--- config.mk ---
export PLATFORM = sky130hd
export DESIGN_NAME = ws2812_pixel_tx
export DESIGN_NICKNAME = d
export VERILOG_FILES = /design/src/rtl/ws2812_pixel_tx.sv
export SDC_FILE = /design/constraint.sdc
export NUM_CORES = 1
export LEC_CHECK = 0
export CAP_MARGIN = 20
export CORE_UTILIZATION = 40
export DETAILED_ROUTE_END_ITERATION = 12
export PLACE_DENSITY = 0.65
export SYNTH_ARGS = -nofsm -noshare
export SYNTH_HDL_FRONTEND = slang
export SYNTH_SLANG_ARGS = --single-unit
--- constraint.sdc ---
create_clock -name Clock_50 -period 2 [get_ports Clock_50]
set_input_delay 0.5 -clock Clock_50 [delete_from_list [all_inputs] [get_ports Clock_50]]
set_output_delay 0.5 -clock Clock_50 [all_outputs]
set_load 0.01 [all_outputs]
--- src/rtl/ws2812_pixel_tx.sv ---
// ws2812_pixel_tx: WS2812 pixel serializer with per-bit pulse timing, inter-pixel gap timeout and frame latch; `WS2812_GRB_ORDER_EN swaps the upper two bytes before shifting
module ws2812_pixel_tx #(
   parameter int T1H            = 40,
   parameter int T1L            = 20,
   parameter int T0H            = 20,
   parameter int T0L            = 40,
   parameter int T_RESET        = 2500,
   parameter int BITS_PER_PIXEL = 24,
   parameter int NUM_PIXELS     = 8
) (
   input  logic                      Clock_50,
   input  logic                      Reset,
   input  logic [BITS_PER_PIXEL-1:0] pixel_data,
   input  logic                      pixel_valid,
   output logic                      pixel_ready,
   output logic                      out,
   output logic                      busy,
   output logic                      frame_done,
   output logic                      underrun
);
   localparam int BPP     = BITS_PER_PIXEL;
   localparam int T1      = T1H + T1L;
   localparam int T0      = T0H + T0L;
   localparam int MAX_BIT = (T1 > T0) ? T1 : T0;
   localparam int MAX_T   = (T_RESET > MAX_BIT) ? T_RESET : MAX_BIT;
   localparam int CW      = $clog2(MAX_T + 1);
   localparam int IW      = $clog2(NUM_PIXELS + 1);
   localparam int BW      = $clog2(BPP);

   localparam logic [CW-1:0] C1H   = CW'(T1H - 1);
   localparam logic [CW-1:0] C1L   = CW'(T1L - 1);
   localparam logic [CW-1:0] C0H   = CW'(T0H - 1);
   localparam logic [CW-1:0] C0L   = CW'(T0L - 1);
   localparam logic [CW-1:0] CRST  = CW'(T_RESET - 1);
   localparam logic [IW-1:0] LAST_IDX = IW'(NUM_PIXELS - 1);
   localparam logic [BW-1:0] MSB_BIT  = BW'(BPP - 1);

   typedef enum logic [2:0] {IDLE, HIGH, LOW, GAP, LATCH} state_t;

   state_t          state_q, state_d;
   logic [CW-1:0]   cnt_q, cnt_d;
   logic [BPP-1:0]  sh_q, sh_d;
   logic [BW-1:0]   bit_q, bit_d;
   logic [IW-1:0]   idx_q, idx_d;
   logic            flag_q, flag_d;
   logic            out_q, out_d;
   logic            done_q, done_d;
   logic            und_q, und_d;
   logic [BPP-1:0]  load_w;
   logic            last_low;
   logic            acc;

`ifdef WS2812_GRB_ORDER_EN
   assign load_w = {pixel_data[BPP-9:BPP-16], pixel_data[BPP-1:BPP-8], pixel_data[BPP-17:0]};
`else
   assign load_w = pixel_data;
`endif

   assign last_low    = (state_q == LOW) && (cnt_q == '0);
   assign pixel_ready = (state_q == IDLE) || (state_q == GAP) ||
                        (last_low && (bit_q == '0) && (idx_q != LAST_IDX));
   assign acc         = pixel_valid && pixel_ready;
   assign busy        = (state_q != IDLE);
   assign out         = out_q;
   assign frame_done  = done_q;
   assign underrun    = und_q;

   // state register; reset parks the line low in a full latch period
   always_ff @(posedge Clock_50) begin
      if (Reset) begin
         state_q <= LATCH;
         cnt_q   <= CRST;
         sh_q    <= '0;
         bit_q   <= '0;
         idx_q   <= '0;
         flag_q  <= 1'b0;
         out_q   <= 1'b0;
         done_q  <= 1'b0;
         und_q   <= 1'b0;
      end else begin
         state_q <= state_d;
         cnt_q   <= cnt_d;
         sh_q    <= sh_d;
         bit_q   <= bit_d;
         idx_q   <= idx_d;
         flag_q  <= flag_d;
         out_q   <= out_d;
         done_q  <= done_d;
         und_q   <= und_d;
      end
   end

   // next state: acceptance restarts HIGH at the MSB, otherwise count down the current phase
   always_comb begin
      state_d = state_q;
      cnt_d   = cnt_q;
      sh_d    = sh_q;
      bit_d   = bit_q;
      idx_d   = idx_q;
      flag_d  = flag_q;
      out_d   = out_q;
      done_d  = 1'b0;
      und_d   = 1'b0;
      if (acc) begin
         state_d = HIGH;
         out_d   = 1'b1;
         sh_d    = load_w;
         bit_d   = MSB_BIT;
         cnt_d   = load_w[BPP-1] ? C1H : C0H;
         idx_d   = (state_q == IDLE) ? '0 : idx_q + IW'(1);
      end else begin
         case (state_q)
            HIGH: begin
               if (cnt_q == '0) begin
                  out_d   = 1'b0;
                  state_d = LOW;
                  cnt_d   = sh_q[BPP-1] ? C1L : C0L;
               end else begin
                  cnt_d = cnt_q - CW'(1);
               end
            end
            LOW: begin
               if (cnt_q != '0) begin
                  cnt_d = cnt_q - CW'(1);
               end else if (bit_q != '0) begin
                  sh_d    = sh_q << 1;
                  bit_d   = bit_q - BW'(1);
                  out_d   = 1'b1;
                  state_d = HIGH;
                  cnt_d   = sh_q[BPP-2] ? C1H : C0H;
               end else if (idx_q != LAST_IDX) begin
                  state_d = GAP;
                  cnt_d   = CRST;
               end else begin
                  state_d = LATCH;
                  cnt_d   = CRST;
                  flag_d  = 1'b1;
               end
            end
            GAP: begin
               if (cnt_q == '0) begin
                  und_d   = 1'b1;
                  idx_d   = '0;
                  state_d = IDLE;
               end else begin
                  cnt_d = cnt_q - CW'(1);
               end
            end
            LATCH: begin
               if (cnt_q == '0) begin
                  done_d  = flag_q;
                  flag_d  = 1'b0;
                  idx_d   = '0;
                  state_d = IDLE;
               end else begin
                  cnt_d = cnt_q - CW'(1);
               end
            end
            default: begin
               idx_d = '0;
               out_d = 1'b0;
            end
         endcase
      end
   end
endmodule
==> flow_summary_export.csv <==
group,metric,value,unit
run_status,status,"finished with violations",
run_status,violations,"negative setup slack",
synth,yosys.area.top_type,"dfxtp_1",
drt,wl_per_cell,15.7,um
power,cellLeakagePower,1.66,nW
sta,report.final.hold_viol_count,0,
power,p_per_area,474,nW/um^2
power,ir_worst_vdd,0.000313,V
worst_setup_path,cp.arrival,2.26,ns
grt,grtUsageMet1,28.9,%
run,drv_cap,0,
drt,drc_errors,0,
floorplan,fp-row-count,29,
worst_hold_path,min_path_type,"reg2reg",
synth,syn_nets,374,
power,p_sw_share,23.7,%
layout,ff_latch_area,1050,um^2
grt,grt_overflow,0,
placement,placed_area,3620,um^2
worst_setup_path,cpMaxStageDelayCell,"dfxtp_2",
drt,avgViaCountPerCell,5.60,
clocking,clock_latency,0.32,ns
power,p_sw,479,uW
clocking,clockBufferDepth,2,
synth,synth-seq-area-share,38.1,%
synth,netlist.area_leader.share,38.1,%
layout,fin_cells,519,
drt,drt_iter0_drc,268,
floorplan,die_h,84.7,um
placement,place_inst,498,
sta,fin_skew,0.00954,ns
power,pwr-share-comb,10.1,%
worst_setup_path,max_stage_delay,0.34,ns
layout,multi_input_area,1870,um^2
floorplan,fp.dieArea,7170,um^2
worst_setup_path,worst-path-buf-inv,2,
clocking,tritoncts,"yes",
layout,fin_nets,473,
grt,grtUsageMet2,36.7,%
power,pwr-share-clk,37.5,%
worst_setup_path,cpLargestDelayFamily,"simple AND/OR/NAND/NOR gates",
sta,slew_headroom,71.2,%
sta,fin_crit,2.06,ns
synth,synth_edf_count,0,
clocking,ctsHoldBuffers,0,
grt,met3_usage,4.03,%
layout,diodes,0,
synth,synthCells,342,
worst_setup_path,setup.worst_path.start_class,"flip-flop",
synth,async_reset_ff_share,0,%
worst_setup_path,reg2reg_setup_slack,-0.06,ns
layout,fin_area,4260,um^2
layout,layout-drive-gt1-share,34.6,%
sta,maxSlewViolCount,0,
synth,ys_types,50,
worst_setup_path,crit_path_end_kind,"flip-flop",
drt,num_vias,2904,
placement,io_buffer_count,31,
sta,finalSetupViolCount,8,
placement,dpl.hpwl,5.19,mm
grt,grt_pass1_vias,2724,
layout,area_delta_synth_final,55.7,%
grt,grt_max_degree,31,
sta,worst_slew_pin_slew,0.427,ns
worst_setup_path,path_max_fanout,7,
synth,synth_ff_type,"dfxtp_1",
power,seq_power_share,52.4,%
synth,ys_ff_latch,52,
sta,fin_crit_sh,103,%
floorplan,ios,32,
drt,final_antenna_net_count,0,
worst_setup_path,required,2.20,ns
sta,max_freq,486,MHz
grt,grt.total_usage,22.1,%
synth,avgSynthCellArea,7.99,um^2
synth,syn-cell-area,2730,um^2
drt,routed_wirelength,8.15,mm
placement,gp_congestion,0.866,
clocking,cts-root-buf,"clkbuf_8",
grt,antenna_found_initial,0,
synth,synth_warnings,0,
clocking,clk_pin_slew,0.10,ns
placement,dp_slack,-0.241,ns
drt,first_pass_iters,4,
grt,grt_pass1_wl,12.7,mm
floorplan,core_area,6460,um^2
clocking,cts_buffers,5,
layout,final.fill_count,520,
grt,busiest_layer,"met2",
floorplan,initial_core_util,42.3,%
worst_setup_path,critPathKind,"reg2reg",
synth,ys_top_cells_by_area,"dfxtp_1 38%, nand2_1 8.8%, a311oi_1 7.4%",
clocking,numClockSinks,52,
floorplan,die_w,84.7,um
sta,rsz0062_at_grt,"true",
power,p_int,1.54,mW
clocking,htreeDepth,2,
layout,final_core_util,65.9,%
worst_setup_path,path_cells,"nor4_4 -> buf_4 -> and4_4 -> a41oi_4 -> buf_12 -> a2111oi_4 -> xnor2_1 -> nor2_1",
sta,worst_slack,-0.0589,ns
## state kept, by name (all words and copies together), names as in the netlist
signal,flops
frame_done,1
sh_q,24
idx_q,4
flag_q,1
out,1
cnt_q,12
bit_q,5
underrun,1
state_q,3
## final cells by class
class / count / area share (%)
Timing Repair Buffer: 114 / 25.7
Clock inverter: 3 / 1.09
Tap cell: 77 / 2.26
Sequential cell: 52 / 24.6
Clock buffer: 5 / 1.62
Inverter: 8 / 0.705
Multi-Input combinational cell: 260 / 44.0
## through the flow
stage	TNS (ns)	hold WS (ns)	total power, mW
2_1_floorplan	0	0.448	1.14
3_3_place_gp	-2.95	0.460	1.24
3_5_place_dp	-4.14	0.471	1.25
4_1_cts	-0.414	0.481	2.02
5_1_grt	-2.27	0.501	2.09
6_report	-0.214	0.480	2.02
## worst register-to-register path, cell delays in order (launching register included)
cell and delay (ns):
dfxtp_2 0.34, nor4_4 0.33, buf_4 0.20, and4_4 0.24
a41oi_4 0.12, buf_12 0.18, a2111oi_4 0.32, xnor2_1 0.17
nor2_1 0.07
## cells in the mapped netlist, types with 7 or more instances
cell / number
nand2_1: 64
o21ai_0: 7
nor2_1: 47
buf_2: 9
a311oi_1: 23
inv_1: 8
nand3_1: 12
clkbuf_1: 10
dfxtp_1: 52
nor3_1: 11
xnor2_1: 8
a21oi_1: 18
## power groups by stage
stage	clock network, mW	registers (mW)	logic (mW)
finish	0.756	1.06	0.203
floorplan	0	1.08	0.0590
CTS	0.767	1.06	0.193
global route	0.812	1.06	0.217
detailed placement	0	1.08	0.167
global placement	0	1.08	0.166
## placed cells by master (no fill, tap or decap), types with 4 or more instances in the layout
| cell | n |
|---|---|
| xnor2_1 | 8 |
| o21ai_0 | 5 |
| xor2_1 | 4 |
| a311oi_1 | 16 |
| nand2_1 | 63 |
| nor2_2 | 4 |
| dfxtp_1 | 46 |
| buf_4 | 61 |
| clkbuf_8 | 5 |
| nor3_1 | 7 |
| a311oi_2 | 7 |
| buf_6 | 13 |
| inv_1 | 4 |
| nand3_1 | 11 |
| dfxtp_2 | 6 |
| inv_2 | 4 |
| nor2_1 | 42 |
| a21oi_1 | 15 |
| clkdlybuf4s50_1 | 29 |
| nor3_2 | 4 |
| buf_12 | 6 |
## final timing paths
kind	start	to	depth (start not counted)
hold / removal	sh_q[16]$_SDFFE_PP0P_	sh_q[17]$_SDFFE_PP0P_	2
setup reg to reg	cnt_q[5]$_SDFFE_PP0P_	cnt_q[9]$_SDFFE_PP0P_	8
hold reg to reg	sh_q[16]$_SDFFE_PP0P_	sh_q[17]$_SDFFE_PP0P_	2
setup / recovery	cnt_q[5]$_SDFFE_PP0P_	cnt_q[9]$_SDFFE_PP0P_	8
## per-layer routing
metal  vias up  routed length (um)
met3        20                 257
met4         0                 148
li1       1427                   -
met5         -                   0
met1      1385                3700
met2        72                4040
## what timing repair did
action,CTS,global route
gates cloned,1,3
setup endpoints to repair,40,45
resized for setup,47,43
buffers inserted,5,4
pin swaps,24,12
## kinds of logic after synthesis
group / after synthesis / synth area share (%)
simple gates: 164 / 28.5
compound gates: 76 / 21.6
flops: 52 / 38.1
buf+inv: 30 / 4.67
xor+xnor: 13 / 4.16
fa+ha+maj: 5 / 2.29
mux: 2 / 0.732
Note: power is estimated with default switching activity, not from simulation.
==> RTL edit 1 (same settings) <==
Encoding of `state_t`: now one-hot (5 bits for 5 states).
--- a/src/rtl/ws2812_pixel_tx.sv
+++ b/src/rtl/ws2812_pixel_tx.sv
@@ -35,7 +35,7 @@
    localparam logic [IW-1:0] LAST_IDX = IW'(NUM_PIXELS - 1);
    localparam logic [BW-1:0] MSB_BIT  = BW'(BPP - 1);
 
-   typedef enum logic [2:0] {IDLE, HIGH, LOW, GAP, LATCH} state_t;
+   typedef enum logic [4:0] {IDLE = 5'b00001, HIGH = 5'b00010, LOW = 5'b00100, GAP = 5'b01000, LATCH = 5'b10000} state_t;
 
    state_t          state_q, state_d;
    logic [CW-1:0]   cnt_q, cnt_d;
Formal check against the unedited RTL: same outputs for any inputs over 10 cycles, from zero or initial values and one cycle with Reset high; not proved beyond that.
==> RTL edit 1 against the unedited design <==
  * The run still ends with negative setup slack left
  * Combinational power down 2%
  * Total power up 2.6%
  * Non-clock buffer count up 19
  * Routed wire length up 4.6%
  * Final area up 4.0%
  * Hold slack worse by 0.0043 ns
  * Synthesized area up 6.0%
  * Count of clock-buffer cells in the layout unchanged
  * Setup slack worse by 0.53 ns
  * Sequential cell count up 2
==> RTL edit 1: results (changes against the unedited design) <==
Status - complete, but fails checks
Failing checks - negative setup slack
Unique masters post-synth - 55 (+10%)
Drt wl/cell - 14.7 um (-6.1%)
First-pass DRT Iterations - 5 (+1)
Synth cell count leaders - nand2_1 (61), dfxtp_1 (54), nor2_1 (45)
Final Skew - 0.00784 ns (-0.00171 ns)
# setup viols final - 54 (+46)
Post-synthesis compound-gate area fraction - 23.4% (+1.8 points)
Largest net degree at the start of global routing - 38 (+23%)
Peak supply drop - 0.000306 V (-2.1%)
Routability cong. - 0.888 (+2.6%)
Pleak - 1.71 nW (+2.9%)
Initial DRC Count - 244 (-9.0%)
DP Worst Slack - -0.704 ns (-0.464 ns)
CP max stage cell - or4_4
Multiplexer share of the synthesized area - 0% (-0.73 points)
Share of cells above drive strength 1 - 35.7% (+1.1 points)
Max FO, Critical Path - 6 (-1)
Reg2reg path depth - 7 (-1)
Antenna violations before repair - 0 (unchanged)
First-pass GRT wire length - 13500 um (+6.6%)
Placed wire-length estimate - 5680 um (+9.4%)
Hold wc startpoint - sh_q[5]
Crit path arrival time - 2.82 ns (+0.56 ns)
Sw Share - 23.6% (-0.17 points)
Register area share after synthesis - 37.3% (-0.77 points)
Synth Area in Adders - 2.16% (-0.13 points)
Xor and xnor area share after synthesis - 2.72% (-1.4 points)
Vias in the first global route - 2952 (+8.4%)
Worst path bufs/invs - 1 (-1)
GRT Util Overall - 22.5% (+0.45 points)
Slew @ Worst Pin - 0.352 ns (-0.0752 ns)
Delay of the slowest critical-path stage - 0.55 ns (+0.21 ns)
Final WS setup - -0.585 ns (-0.526 ns)
Syn Nets - 401 (+7.2%)
Biggest regs - sh_q (24), cnt_q (12)
WHS Endpoint - sh_q[5]
-- RTL edit 1: routing by layer --
| layer | track usage (%) | wire length (um) | vias to the layer above |
|---|---|---|---|
| met5 | 0 | 0 | - |
| met4 | 6.11 | 76 | 0 |
| met3 | 3.51 | 377 | 7 |
| met2 | 37.0 | 4170 | 95 |
| met1 | 30.7 | 3900 | 1513 |
| li1 | - | - | 1570 |
-- RTL edit 1: kinds of logic (layout without fill, tap and decap cells) --
family | count (synthesis) | after routing
adder cells (fa/ha/maj) | 5 | 5
XOR/XNOR | 9 | 9
AO/OA/AOI/OAI | 94 | 94
AND/OR/NAND/NOR | 173 | 173
flip-flops | 54 | 54
buffers and inverters | 34 | 147
-- RTL edit 1: final cells by class --
type                       count  area [um2]  share of cell area (%)
timing repair buffer         133        1160                    26.1
multi-input combinational    281        1920                    43.4
clock buffer                   5        68.8                    1.55
inverter                       6        22.5                   0.508
sequential                    54        1090                    24.6
clock inverter                 3        48.8                    1.10
tap                           96         120                    2.71
-- RTL edit 1: power groups by stage --
stage	sequential (mW)	combinational [mW]	clock (mW)
final	1.09	0.198	0.780
after CTS	1.09	0.190	0.796
after global placement	1.11	0.174	0
after floorplan	1.12	0.0627	0
after detailed placement	1.11	0.176	0
after global routing	1.09	0.213	0.850
-- RTL edit 1: worst max-delay path by stage --
stage / to / cells past startpoint / startpoint
floorplan: cnt_q[2] / 8 / cnt_q[9]
global placement: cnt_q[5] / 9 / cnt_q[0]
detailed placement: cnt_q[2] / 9 / cnt_q[0]
CTS: cnt_q[11] / 7 / cnt_q[5]
global route: cnt_q[5] / 7 / cnt_q[5]
finish: cnt_q[5] / 7 / cnt_q[5]
-- RTL edit 1: through the flow --
step / hold WS [ns] / setup TNS (ns) / area [um2] / std cells / utilization, %
6_report: 0.476 / -26.18 / 4430 / 578 / 64.1
5_1_grt: 0.513 / -30.16 / 4430 / 578 / 64.1
4_1_cts: 0.478 / -26.59 / 4160 / 565 / 60.3
3_5_place_dp: 0.462 / -28.61 / 3830 / 545 / 55.4
3_3_place_gp: 0.456 / -27.23 / 3830 / 545 / 55.4
2_1_floorplan: 0.448 / -16.39 / 2960 / 369 / -
-- RTL edit 1: timing repair --
action	4_1_cts	5_1_grt
buffers inserted	12	13
resized for setup	45	38
hold endpoints to repair	0	0
gates cloned	0	0
pin swaps	10	16
setup endpoints to repair	54	54
-- RTL edit 1: worst register-to-register path, delay by kind of cell, from the launching register on --
| family | cells | cell delay, ns |
|---|---|---|
| buf+inv | 1 | 0.14 |
| flops | 1 | 0.33 |
| compound gates | 2 | 0.66 |
| simple gates | 4 | 1.37 |
==> RTL edit 2 (config.mk and constraints unchanged) <==
Without the edit above. `T0H`: 20 -> 10.
--- a/src/rtl/ws2812_pixel_tx.sv
+++ b/src/rtl/ws2812_pixel_tx.sv
@@ -2,7 +2,7 @@
 module ws2812_pixel_tx #(
    parameter int T1H            = 40,
    parameter int T1L            = 20,
-   parameter int T0H            = 20,
+   parameter int T0H            = 10,
    parameter int T0L            = 40,
    parameter int T_RESET        = 2500,
    parameter int BITS_PER_PIXEL = 24,
Formal check against the unedited RTL: same outputs for any inputs over 10 cycles, from zero or initial values and one cycle with Reset high; that may be too few to reach the edited logic, so the function may still have changed.
==> RTL edit 2 against the unedited design <==
  * The flow still finishes with violations (negative setup slack)
  * Synthesized area grew 1.1%
  * Final area is 6.0% higher
  * Combinational power shrank 3%
  * Setup slack got worse by 0.41 ns
  * Total power fell by 5.9%
  * Routed wire length up 14%
  * Via count is 4.5% higher
  * Sequential cell count unchanged
==> RTL edit 2: results (changes against the unedited design) <==
Peak supply drop - 0.000398 V (+27%)
WL final - 9320 um (+14%)
First-pass DRT Iterations - 4 (unchanged)
R2R Setup Slk - -0.46 ns (-0.40 ns)
First-pass GRT wire length - 14000 um (+10%)
Max FO, Critical Path - 3 (-4)
Vias in the first global route - 2920 (+7.2%)
Synth Area in Adders - 1.81% (-0.48 points)
Register area share after synthesis - 37.7% (-0.40 points)
Unique masters post-synth - 54 (+8.0%)
R2r endpoint - cnt_q[3]
Final WS setup - -0.468 ns (-0.409 ns)
Top post-synthesis cells by area - dfxtp_1 (38%), mux2i_1 (8.0%), a21oi_1 (7.2%)
Slew Limit Headroom - 63.7% (-7.5 points)
# setup viols final - 53 (+45)
DP Worst Slack - -0.540 ns (-0.299 ns)
Share of cells above drive strength 1 - 40.6% (+6.0 points)
Status - complete, but fails checks
Synth cell count leaders - dfxtp_1 (52), a21oi_1 (40), o21ai_0 (29)
Post-Place Cell Area - 3680 um2 (+1.7%)
R2R Path Start - cnt_q[0]
Pleak - 1.88 nW (+13%)
Largest net degree at the start of global routing - 21 (-32%)
Placed wire-length estimate - 5470 um (+5.4%)
Syn Nets - 361 (-3.5%)
Failing checks - negative setup slack
Fin nets - 471 (-0.42%)
Xor and xnor area share after synthesis - 1.59% (-2.6 points)
Via count - 3036 (+4.5%)
Hold wc startpoint - sh_q[21]
Routability cong. - 0.872 (+0.73%)
Multiplexer share of the synthesized area - 7.97% (+7.2 points)
Final Skew - 0.00714 ns (-0.00241 ns)
Fill count - 486 (-6.5%)
Post-synthesis compound-gate area fraction - 23.4% (+1.8 points)
GRT Util Overall - 24.4% (+2.3 points)
CTS HTree Levels - 2 (unchanged)
WHS Endpoint - sh_q[22]
RTL edit 2: cell types whose count changed after synthesis, sizes merged, moves of 8 or more:
cell | unedited run | this run
mux2i | 2 | 22
a21oi | 18 | 41
buf | 12 | 4
o21ai | 8 | 30
clkbuf | 10 | 24
a311oi | 23 | 0
nor2 | 47 | 16
nand2 | 64 | 13
RTL edit 2: cells by family (layout without fill, tap and decap cells):
| family | count (synthesis) | count (layout) |
|---|---|---|
| xor+xnor | 5 | 5 |
| buf+inv | 35 | 145 |
| flops | 52 | 52 |
| simple gates | 105 | 105 |
| fa+ha+maj | 4 | 4 |
| compound gates | 107 | 108 |
| mux | 22 | 22 |
RTL edit 2: layer usage:
metal / share of wire [%] / track usage [%] / vias to the layer above / wire (um)
met2: 49 / 40.5 / 103 / 4570
met4: 3.2 / 12.2 / 0 / 302
met5: 0 / 0 / - / 0
li1: - / - / 1466 / -
met3: 4.9 / 3.40 / 32 / 461
met1: 43 / 31.0 / 1435 / 3980
RTL edit 2: stage by stage:
stage          util, %  std cells  TNS [ns]  hold slack [ns]  power, mW
6_report          69.5        518    -12.79            0.479       1.90
5_1_grt           69.5        518    -15.98            0.499       1.97
3_5_place_dp      56.7        482    -14.13            0.465       1.24
2_1_floorplan        -        330    -12.06            0.446       1.14
4_1_cts           64.6        513    -14.21            0.473       1.88
3_3_place_gp      56.7        482    -13.69            0.459       1.24
RTL edit 2: repair_timing:
| action | 4_1_cts | 5_1_grt |
|---|---|---|
| pin swaps | 17 | 36 |
| hold buffers | 0 | 0 |
| cloned | 5 | 1 |
| setup buffers | 19 | 8 |
| resized for setup | 51 | 68 |
| endpoints found under the setup margin | 54 | 54 |
RTL edit 2: where the power goes:
part	leakage (nW)	switching [mW]	internal [mW]
registers	0.419	0.00635	1.05
logic	1.41	0.0863	0.111
clock network	0.0452	0.392	0.256
total	1.88	0.485	1.41
RTL edit 2: cell type report:
class / count / area [um2] / area share, %
flip-flops and latches: 52 / 1040 / 23.2
clock inverters: 3 / 25.0 / 0.555
clock buffers: 5 / 68.8 / 1.53
well taps: 77 / 96.3 / 2.14
multi-input cells: 244 / 1970 / 43.7
inverters: 7 / 26.3 / 0.582
repair buffers: 130 / 1280 / 28.4
RTL edit 2: critical path, stage by stage, from the launching register on:
cell     delay (ns)
dfxtp_2        0.34
inv_2          0.08
ha_4           0.13
or3b_4         0.40
nor4b_4        0.30
nand3_2        0.12
a21oi_2        0.14
buf_2          0.14
